**config.mk**
```make
export PLATFORM = sky130hd
export DESIGN_NAME = fetch_unit
export DESIGN_NICKNAME = d
export VERILOG_FILES = /design/src/rtl/fetch_unit.sv
export SDC_FILE = /design/constraint.sdc
export NUM_CORES = 1
export LEC_CHECK = 0
export BUFFER_PORTS_ARGS = -buffer_cell sky130_fd_sc_hd__clkbuf_2
export CORE_MARGIN = 4
export CORE_UTILIZATION = 50
export CTS_BUF_LIST = sky130_fd_sc_hd__clkbuf_4 sky130_fd_sc_hd__clkbuf_8 sky130_fd_sc_hd__clkbuf_16
export DETAILED_ROUTE_END_ITERATION = 10
export PLACE_DENSITY = 0.86
export SLEW_MARGIN = 20
export SYNTH_ARGS = -nofsm -noshare
export SYNTH_HDL_FRONTEND = slang
export SYNTH_SLANG_ARGS = --single-unit
```
**constraint.sdc**
```tcl
create_clock -name CLK -period 3 [get_ports CLK]
set_input_delay 0.6 -clock CLK [delete_from_list [all_inputs] [get_ports CLK]]
set_output_delay 0.6 -clock CLK [all_outputs]
set_load 0.02 [all_outputs]
```
**src/rtl/fetch_unit.sv**
```systemverilog
// Instruction-fetch stage: PC register, next-PC selection, IF/ID register and
// program-load sequencing onto the instruction-memory write port.
//
// state | meaning
// ------+---------------------------------------------------------------
// RUN   | fetching; PC advances, redirects, or stalls
// LOAD  | PC/IM_WE/IM_W_Ins driven from the load word stream
// HALT  | halt word fetched or PC left IMEM range; waits for RST/Load_Start
module fetch_unit #(
    parameter int          IMEM_SIZE = 256,
    parameter logic [31:0] RESET_PC  = 32'h0000_0000,
    parameter logic [31:0] HALT_WORD = 32'hFFFF_FFFF
) (
    input  logic        CLK,
    input  logic        RST,
    input  logic        Load_Start,
    input  logic        Load_Valid,
    input  logic [31:0] Load_Data,
    input  logic        Load_Done,
    input  logic        Stall,
    input  logic        Br_Taken,
    input  logic [31:0] Br_Target,
    input  logic        Jmp,
    input  logic [31:0] Jmp_Target,
    input  logic [31:0] Ins,
    output logic [31:0] PC,
    output logic        IM_WE,
    output logic [31:0] IM_W_Ins,
    output logic [31:0] ID_Ins,
    output logic [31:0] ID_PC4,
    output logic        ID_Valid,
    output logic        Halted,
    output logic        Addr_Err,
    output logic        Load_Ovf
);

    // Load address must be able to hold IMEM_SIZE itself (the overflow slot).
    localparam int                LA_W     = $clog2(IMEM_SIZE) + 1;
    localparam logic [LA_W-1:0]   LA_MAX   = LA_W'(IMEM_SIZE);
    localparam logic [31:0]       PC_LIMIT = 32'(IMEM_SIZE * 4);

    typedef enum logic [1:0] {
        ST_RUN  = 2'd0,
        ST_LOAD = 2'd1,
        ST_HALT = 2'd2
    } state_t;

    state_t            state_q, state_d;
    logic [31:0]       pc_q, pc_d;
    logic [31:0]       id_ins_q, id_ins_d;
    logic [31:0]       id_pc4_q, id_pc4_d;
    logic              id_valid_q, id_valid_d;
    logic              addr_err_q, addr_err_d;
    logic              load_ovf_q, load_ovf_d;
    logic [LA_W-1:0]   load_addr_q, load_addr_d;

    logic              load_room;
    logic [31:0]       pc_plus4;

    assign load_room = load_addr_q < LA_MAX;
    assign pc_plus4  = pc_q + 32'd4;

    always_ff @(posedge CLK) begin
        if (RST) begin
            state_q     <= ST_RUN;
            pc_q        <= RESET_PC;
            id_ins_q    <= 32'h0;
            id_pc4_q    <= 32'h0;
            id_valid_q  <= 1'b0;
            addr_err_q  <= 1'b0;
            load_ovf_q  <= 1'b0;
            load_addr_q <= '0;
        end else begin
            state_q     <= state_d;
            pc_q        <= pc_d;
            id_ins_q    <= id_ins_d;
            id_pc4_q    <= id_pc4_d;
            id_valid_q  <= id_valid_d;
            addr_err_q  <= addr_err_d;
            load_ovf_q  <= load_ovf_d;
            load_addr_q <= load_addr_d;
        end
    end

    always_comb begin
        state_d     = state_q;
        pc_d        = pc_q;
        id_ins_d    = id_ins_q;
        id_pc4_d    = id_pc4_q;
        id_valid_d  = id_valid_q;
        addr_err_d  = addr_err_q;
        load_ovf_d  = load_ovf_q;
        load_addr_d = load_addr_q;

        case (state_q)
            ST_LOAD: begin
                if (Load_Valid) begin
                    if (load_room) load_addr_d = load_addr_q + 1'b1;
                    else           load_ovf_d  = 1'b1;
                end
                if (Load_Done) begin
                    state_d    = ST_RUN;
                    pc_d       = RESET_PC;
                    id_valid_d = 1'b0;
                end
            end
            ST_HALT: begin
                id_valid_d = 1'b0;
                if (Load_Start) begin
                    state_d     = ST_LOAD;
                    load_ovf_d  = 1'b0;
                    load_addr_d = '0;
                end
            end
            default: begin
                if (Load_Start) begin
                    state_d     = ST_LOAD;
                    id_valid_d  = 1'b0;
                    load_ovf_d  = 1'b0;
                    load_addr_d = '0;
                end else if (!Stall) begin
                    // Redirects squash the wrong-path word instead of latching it.
                    if (Br_Taken) begin
                        pc_d       = Br_Target & ~32'h3;
                        id_valid_d = 1'b0;
                    end else if (Jmp) begin
                        pc_d       = Jmp_Target & ~32'h3;
                        id_valid_d = 1'b0;
                    end else if (pc_q >= PC_LIMIT) begin
                        id_valid_d = 1'b0;
                        addr_err_d = 1'b1;
                        state_d    = ST_HALT;
                    end else begin
                        id_ins_d   = Ins;
                        id_pc4_d   = pc_plus4;
                        id_valid_d = 1'b1;
                        if (Ins == HALT_WORD) state_d = ST_HALT;
                        else                  pc_d    = pc_plus4;
                    end
                end
            end
        endcase
    end

    assign PC       = (state_q == ST_LOAD) ? {{(30 - LA_W){1'b0}}, load_addr_q, 2'b00} : pc_q;
    assign IM_WE    = !RST && (state_q == ST_LOAD) && Load_Valid && load_room;
    assign IM_W_Ins = Load_Data;
    assign ID_Ins   = id_ins_q;
    assign ID_PC4   = id_pc4_q;
    assign ID_Valid = id_valid_q;
    assign Halted   = (state_q == ST_HALT);
    assign Addr_Err = addr_err_q;
    assign Load_Ovf = load_ovf_q;

endmodule

```
==> run_results.csv, run 1 <==
group,metric,value,unit
run_status,outcome,"finished, final reports clean",
logic_synthesis,seq_area_frac_synth,39.4,%
final_layout,final-seq-area,2120,sq um
logic_synthesis,synth_edf_count,0,
grt,antenna_found_initial,0,
clocking,clk-insertion-delay-late,360,ps
floorplanning,floorplan.io_pins,269,
logic_synthesis,postSynthRegisterBits,106,
final_layout,finish.net_count,962,
logic_synthesis,synth-simple-area-share,27.6,%
logic_synthesis,ys.warnings.count,0,
logic_synthesis,yosys.area_share.xor_xnor,2.93,%
sta,slew_headroom,37.3,%
floorplanning,chipHeight,112,um
logic_synthesis,synth_top_cells_by_count,"sky130_fd_sc_hd__nand2_1 (115), sky130_fd_sc_hd__dfxtp_1 (106), sky130_fd_sc_hd__a21oi_1 (60), sky130_fd_sc_hd__nor2_1 (40), sky130_fd_sc_hd__buf_4 (37)",
placement,pre_cts_ws,185,ps
worst_setup_path,cp_max_fo,40,
detailed_routing,route.detailed.drc,0,
run,maxCapViolations,0,
sta,finalSetupViolCount,0,
sta,min_period_over_period,84.6,%
worst_hold_path,worst_hold_path.num_cells,2,
pwr,ir_worst_vdd,0.341,mV
clocking,postCtsHoldBufs,0,
pwr,total_leakage_power,0.00276,uW
logic_synthesis,post_synth_mux_area_share,2.37,%
worst_hold_path,min_delay_worst_endpoint,"ID_Ins[5]$_SDFFE_PP0P_",
sta,fmax,0.394,GHz
worst_setup_path,arr_time_crit_path,1940,ps
floorplanning,design.die.area,12500,sq um
sta,post-route-min-period,2540,ps
floorplanning,placementRows,37,
sta,number_of_failing_hold_endpoints_at_the_final_stage,0,
detailed_routing,avgRoutedWirePerCell,16.1,um
logic_synthesis,synth.area.top_cells,"sky130_fd_sc_hd__dfxtp_1 (39%), sky130_fd_sc_hd__nand2_1 (8.0%), sky130_fd_sc_hd__a21oi_1 (5.6%)",
placement,routability_cong,0.883,
final_layout,multi_input_comb_area,2720,sq um
clocking,clock-root-buffer,"sky130_fd_sc_hd__clkbuf_8",
logic_synthesis,synth_top_family_by_area,"simple AND/OR/NAND/NOR gates",
clocking,clock_tree.buffer_depth,2,
sta,final_critical_path_setup_slack,463,ps
worst_hold_path,hp-class,"flip-flop to flip-flop",
grt,grt_first_pass_wirelength,25.3,mm
floorplanning,fp.dieW,112,um
worst_setup_path,critical_path_capture_point_type,"output pin",
pwr,powerDensity,493,nW/um^2
logic_synthesis,library_cell_occupying_the_most_area_in_the_post_synthesis_netlist,"sky130_fd_sc_hd__dfxtp_1",
logic_synthesis,postSynth.asyncResetShare,0,%
detailed_routing,wl,15.4,mm
worst_setup_path,crit_type,"flip-flop to output pin",
sta,clock_skew,9.88,ps
clocking,tritoncts,"yes",
worst_setup_path,worst_r2r_startpoint,"pc_q[2]$_SDFFE_PP0P_",
final_layout,filler_cell_count,999,
sta,fin_tns_setup,0,ps
final_layout,final_area,6370,sq um
logic_synthesis,synth-compound-area-share,16.1,%
detailed_routing,vias_per_cell,5.51,
worst_hold_path,timing.hold.worst.start,"ID_Ins[5]$_SDFFE_PP0P_",
sta,timing.final.max_slew_violations,0,
logic_synthesis,yosysUniqueCellTypes,55,
placement,dpl_cell_area,6180,sq um
logic_synthesis,proportion_of_netlist_area_held_by_the_largest_area_contributor,39.4,%
worst_setup_path,critical_path.startpoint_type,"flip-flop",
detailed_routing,ant_nets,0,
logic_synthesis,synth_fa_ha_area_share,1.16,%
clocking,cts.repair.resized,0,
clocking,htree_levels,3,
detailed_routing,drt_pass1_iterations,5,
placement,detailedPlacementHpwl,11.7,mm
logic_synthesis,syn-cell-area,5380,sq um
final_layout,area.growth.synth_to_final,18.4,%
worst_setup_path,timing.rr.end,"pc_q[22]$_SDFFE_PP0P_",
sta,hold-worst-slack,460,ps
placement,io_buf_count,196,
clocking,tritoncts.num_buffers,9,
clocking,post-cts-setup-buffers,0,
grt,globalRouteOverflowTotal,0,
grt,global_route.usage.total,24.3,%
detailed_routing,route.vias.total,5303,
sta,unrepaired_setup_endpoints_after_global_routing,"no",
worst_setup_path,critical_path_required,2400,ps
floorplanning,floorplan.initialDensity,51.7,%
worst_setup_path,timing.reg2reg.setup_slack,580,ps
final_layout,drive_above_1_share,29.2,%
sta,worst-slew-pin-transition,937,ps
logic_synthesis,synthFlopType,"sky130_fd_sc_hd__dfxtp_1",
clocking,clkSinkCount,106,
worst_setup_path,worst-r2r-cell-count,7,
logic_synthesis,synthesis.area_per_instance,7.96,sq um
clocking,worst_setup_hold_path_clk_slew,110,ps
detailed_routing,drt-initial-drc-count,421,
grt,grt_start_max_net_pins,52,
logic_synthesis,postSynthCellCount,676,
floorplanning,core_box_area,10400,sq um
logic_synthesis,yosys.cell_count.top_type,"sky130_fd_sc_hd__nand2_1",
grt,number_of_global_route_vias_before_repair,5155,
final_layout,n_antenna_cell,0,
## placed cells by master, fill, tap and decap left out, types with 4 or more instances in the layout
master and n:
sky130_fd_sc_hd__o41ai_1 4, sky130_fd_sc_hd__a211oi_1 6, sky130_fd_sc_hd__a21oi_1 60, sky130_fd_sc_hd__nor3_1 7
sky130_fd_sc_hd__o21ai_0 14, sky130_fd_sc_hd__nand2_1 115, sky130_fd_sc_hd__clkbuf_2 196, sky130_fd_sc_hd__clkbuf_8 10
sky130_fd_sc_hd__conb_1 4, sky130_fd_sc_hd__inv_1 14, sky130_fd_sc_hd__or3_1 4, sky130_fd_sc_hd__a221oi_1 8
sky130_fd_sc_hd__nand4_1 17, sky130_fd_sc_hd__ha_1 5, sky130_fd_sc_hd__o21ai_1 10, sky130_fd_sc_hd__nor2b_1 20
sky130_fd_sc_hd__and2_1 22, sky130_fd_sc_hd__nor2_1 40, sky130_fd_sc_hd__or2_1 4, sky130_fd_sc_hd__and3_1 5
sky130_fd_sc_hd__mux2_2 6, sky130_fd_sc_hd__xnor2_1 7, sky130_fd_sc_hd__clkinv_4 4, sky130_fd_sc_hd__a31oi_1 5
sky130_fd_sc_hd__mux2i_1 6, sky130_fd_sc_hd__a22o_1 5, sky130_fd_sc_hd__xor2_1 11, sky130_fd_sc_hd__nor4_1 12
sky130_fd_sc_hd__dfxtp_1 106, sky130_fd_sc_hd__buf_4 17, sky130_fd_sc_hd__nand3_1 23, sky130_fd_sc_hd__and4_1 4
sky130_fd_sc_hd__nand2b_1 15
## layout make-up
cell class	instances	share of cell area, %
clock buffers	10	2.16
clock inverters	6	0.903
inverters	15	0.884
multi-input cells	476	42.7
flip-flops and latches	106	33.3
well taps	136	2.67
repair buffers	213	17.4
## routing by layer
metal  share of wire (%)  GRT usage (%)  vias to the layer above  wire length (um)
met5                   0              0                        -                 0
met3                 7.4           4.46                       34              1150
met2                  49           41.2                      233              7530
met4                 2.1           7.54                        0               327
li1                    -              -                     2585                 -
met1                  42           31.2                     2451              6430
## critical path, cell delays in order (launching register included)
cell and delay, ps:
sky130_fd_sc_hd__dfxtp_1 340, sky130_fd_sc_hd__inv_1 60, sky130_fd_sc_hd__ha_1 150, sky130_fd_sc_hd__buf_4 380, sky130_fd_sc_hd__nand3b_1 300, sky130_fd_sc_hd__nor2_1 150, sky130_fd_sc_hd__clkbuf_2 180
## state kept, by name, indices dropped and copies added (netlist names)
signal	flops
Addr_Err	1
ID_Ins	32
ID_PC4	30
ID_Valid	1
Load_Ovf	1
load_addr_q	9
pc_q	30
state_q	2
## cell families after synthesis
kind of cell,after synthesis
AOI/OAI and AO/OA,136
xor gates and xnor gates,18
adders and majority gates,5
buffers and inverters,97
DFF,106
muxes,12
other,1
and+or+nand+nor,301
## worst max path at each step
stage,slack (ps),startpoint,cells past startpoint,endpoint
4_1_cts,460,state_q[1]$_SDFFE_PP0P_,6,IM_WE
6_report,460,state_q[1]$_SDFFE_PP0P_,6,IM_WE
5_1_grt,290,state_q[1]$_SDFFE_PP0P_,6,IM_WE
2_1_floorplan,950,state_q[1]$_SDFFE_PP0P_,5,PC[2]
3_3_place_gp,290,Ins[1],8,pc_q[6]$_SDFFE_PP0P_
3_5_place_dp,190,Ins[1],8,pc_q[8]$_SDFFE_PP0P_
## report_power, final
group          total [uW]  switching, uW  internal (uW)  leakage [uW]
clock network         860            517            343      0.000100
registers            1540           75.1           1470      0.000857
logic                 738            462            276       0.00180
total                3140           1050           2090       0.00276
## through the flow
step	util, %	power (uW)	instances
3_5_place_dp	59.3	2300	946
5_1_grt	61.2	3310	962
2_1_floorplan	-	2120	679
4_1_cts	61.2	3150	962
6_report	61.2	3140	962
3_3_place_gp	59.3	2290	946
(Power assumes the default switching activity.)
==> run 2: changes to the inputs <==
--- a/config.mk
+++ b/config.mk
@@ -7,10 +7,10 @@
 export LEC_CHECK = 0
 export BUFFER_PORTS_ARGS = -buffer_cell sky130_fd_sc_hd__clkbuf_2
 export CORE_MARGIN = 4
-export CORE_UTILIZATION = 50
+export CORE_UTILIZATION = 42
 export CTS_BUF_LIST = sky130_fd_sc_hd__clkbuf_4 sky130_fd_sc_hd__clkbuf_8 sky130_fd_sc_hd__clkbuf_16
 export DETAILED_ROUTE_END_ITERATION = 10
-export PLACE_DENSITY = 0.86
+export PLACE_DENSITY = 0.77
 export SLEW_MARGIN = 20
 export SYNTH_ARGS = -nofsm -noshare
 export SYNTH_HDL_FRONTEND = slang
==> constraint.sdc (replaced) <==
create_clock -name CLK -period 2.1 [get_ports CLK]
set_input_delay 0.42 -clock CLK [delete_from_list [all_inputs] [get_ports CLK]]
set_output_delay 0.42 -clock CLK [all_outputs]
set_load 0.02 [all_outputs]
==> run_results.csv, run 2 (synthesis gave the netlist of run 1 again) <==
group,metric,value,unit
detailed_routing,drt-initial-drc-count,388,
worst_setup_path,crit_type,"flip-flop to output pin",
worst_setup_path,highest_delay_cell_along_the_critical_path,"sky130_fd_sc_hd__mux2_2",
detailed_routing,avgRoutedWirePerCell,15.5,um
clocking,clock-root-buffer,"sky130_fd_sc_hd__clkbuf_16",
grt,antenna_found_initial,0,
sta,min_period_over_period,96.8,%
grt,global_route.usage.total,20.8,%
grt,grt_start_max_net_pins,48,
worst_hold_path,worst_hold_path.num_cells,3,
grt,globalRouteOverflowTotal,0,
final_layout,finish.net_count,1002,
final_layout,area.growth.synth_to_final,29.1,%
sta,timing.final.max_slew_violations,0,
placement,io_buf_count,196,
sta,worst-slew-pin-transition,512,ps
worst_setup_path,arr_time_crit_path,1610,ps
worst_setup_path,critical_path_required,1680,ps
clocking,clkSinkCount,106,
sta,hold-worst-slack,296,ps
worst_setup_path,max_stage_delay,360,ps
pwr,total_leakage_power,0.00304,uW
placement,routability_cong,0.930,
final_layout,layout.cells.most_common,"sky130_fd_sc_hd__clkbuf_2",
final_layout,n_antenna_cell,0,
floorplanning,design.die.area,14700,sq um
clocking,tritoncts.num_buffers,9,
worst_setup_path,crit_path_cell_trace,"inv_1 -> ha_2 -> buf_12 -> mux2_2 -> clkbuf_2",
run,maxCapViolations,0,
detailed_routing,vias_per_cell,5.21,
pwr,powerDensity,751,nW/um^2
pwr,ir_worst_vdd,0.500,mV
sta,clock_skew,11.5,ps
sta,finalSetupViolCount,0,
worst_setup_path,critical_path.startpoint_type,"flip-flop",
detailed_routing,route.vias.total,5404,
run_status,outcome,"finished, final reports clean",
sta,post-route-min-period,2030,ps
sta,slew_headroom,65.8,%
clocking,worst_setup_hold_path_clk_slew,80,ps
floorplanning,fp.dieW,121,um
worst_setup_path,cp_max_fo,20,
grt,number_of_global_route_vias_before_repair,4901,
final_layout,drive_above_1_share,33.8,%
clocking,tritoncts,"yes",
worst_setup_path,critical_path_capture_point_type,"output pin",
final_layout,filler_cell_count,1214,
detailed_routing,drt_pass1_iterations,6,
final_layout,largest_register_ff_count,32,
final_layout,multi_input_comb_area,2790,sq um
worst_setup_path,worst-r2r-cell-count,7,
clocking,clk-insertion-delay-late,350,ps
floorplanning,core_box_area,12600,sq um
floorplanning,placementRows,41,
worst_hold_path,hp-class,"primary input to flip-flop",
clocking,htree_levels,3,
pwr,totalPowerFinal,5220,uW
final_layout,final-seq-area,2120,sq um
detailed_routing,route.detailed.drc,0,
detailed_routing,ant_nets,0,
grt,grt_first_pass_wirelength,24.2,mm
sta,fmax,0.492,GHz
floorplanning,floorplan.initialDensity,42.8,%
final_layout,mostFrequentLayoutCells,"sky130_fd_sc_hd__clkbuf_2 (193), sky130_fd_sc_hd__nand2_1 (115), sky130_fd_sc_hd__dfxtp_1 (106)",
clocking,clock_tree.buffer_depth,2,
placement,detailedPlacementHpwl,12.2,mm
detailed_routing,wl,16.1,mm
sta,number_of_failing_hold_endpoints_at_the_final_stage,0,
floorplanning,floorplan.io_pins,269,
floorplanning,chipHeight,121,um
[run 2: metal layers]
metal | vias to the layer above | wire, um | global-route usage (%)
met4 | 0 | 441 | 8.40
met3 | 38 | 1180 | 4.90
met1 | 2492 | 6780 | 27.3
li1 | 2669 | - | -
met2 | 205 | 7660 | 33.2
met5 | - | 0 | 0
[run 2: worst paths after layout]
path	start	end	slack, ps
max	state_q[1]$_SDFFE_PP0P_	PC[6]	70
min	Ins[5]	ID_Ins[5]$_SDFFE_PP0P_	300
max reg2reg	state_q[1]$_SDFFE_PP0P_	pc_q[14]$_SDFFE_PP0P_	80
min reg2reg	ID_Ins[13]$_SDFFE_PP0P_	ID_Ins[13]$_SDFFE_PP0P_	450
[run 2: where the power goes]
part           switching (uW)  internal, uW  leakage (uW)
Sequential               73.9          2100      0.000857
Combinational             758           553       0.00204
Clock                     790           944      0.000147
Total                    1620          3590       0.00304
[run 2: repair_timing]
item | CTS | global route
pin swaps | 1 | 5
hold buffers | 0 | 0
setup endpoints to repair | 44 | 92
gates cloned | 0 | 0
gates resized for setup | 5 | 23
buffers inserted | 1 | 3
[run 2: metrics by stage]
| step | std cells | setup TNS (ps) | worst slack (ps) | util (%) | instance area, sq um |
|---|---|---|---|---|---|
| after floorplan | 679 | 0 | 93.6 | - | 5390 |
| after global routing | 1038 | -15.5 | -4.52 | 55.3 | 6950 |
| after CTS | 1035 | 0 | 0.398 | 54.3 | 6830 |
| after global placement | 1018 | -1260 | -89.6 | 51.8 | 6500 |
| final | 1038 | 0 | 66.5 | 55.3 | 6950 |
| after detailed placement | 1018 | -1990 | -103 | 51.8 | 6500 |
[run 2: final cells by class]
class	count	share of cell area, %
clock inverters	7	1.17
clock buffers	9	3.24
inverters	15	0.810
repair buffers	253	21.0
multi-input cells	476	40.2
well taps	172	3.10
flip-flops and latches	106	30.5
[run 2: critical path, delay by kind of cell (launching register included)]
kind,cells,cell delay (ps)
mux,1,360
fa+ha+maj,1,190
flops,1,330
buf+inv,3,380
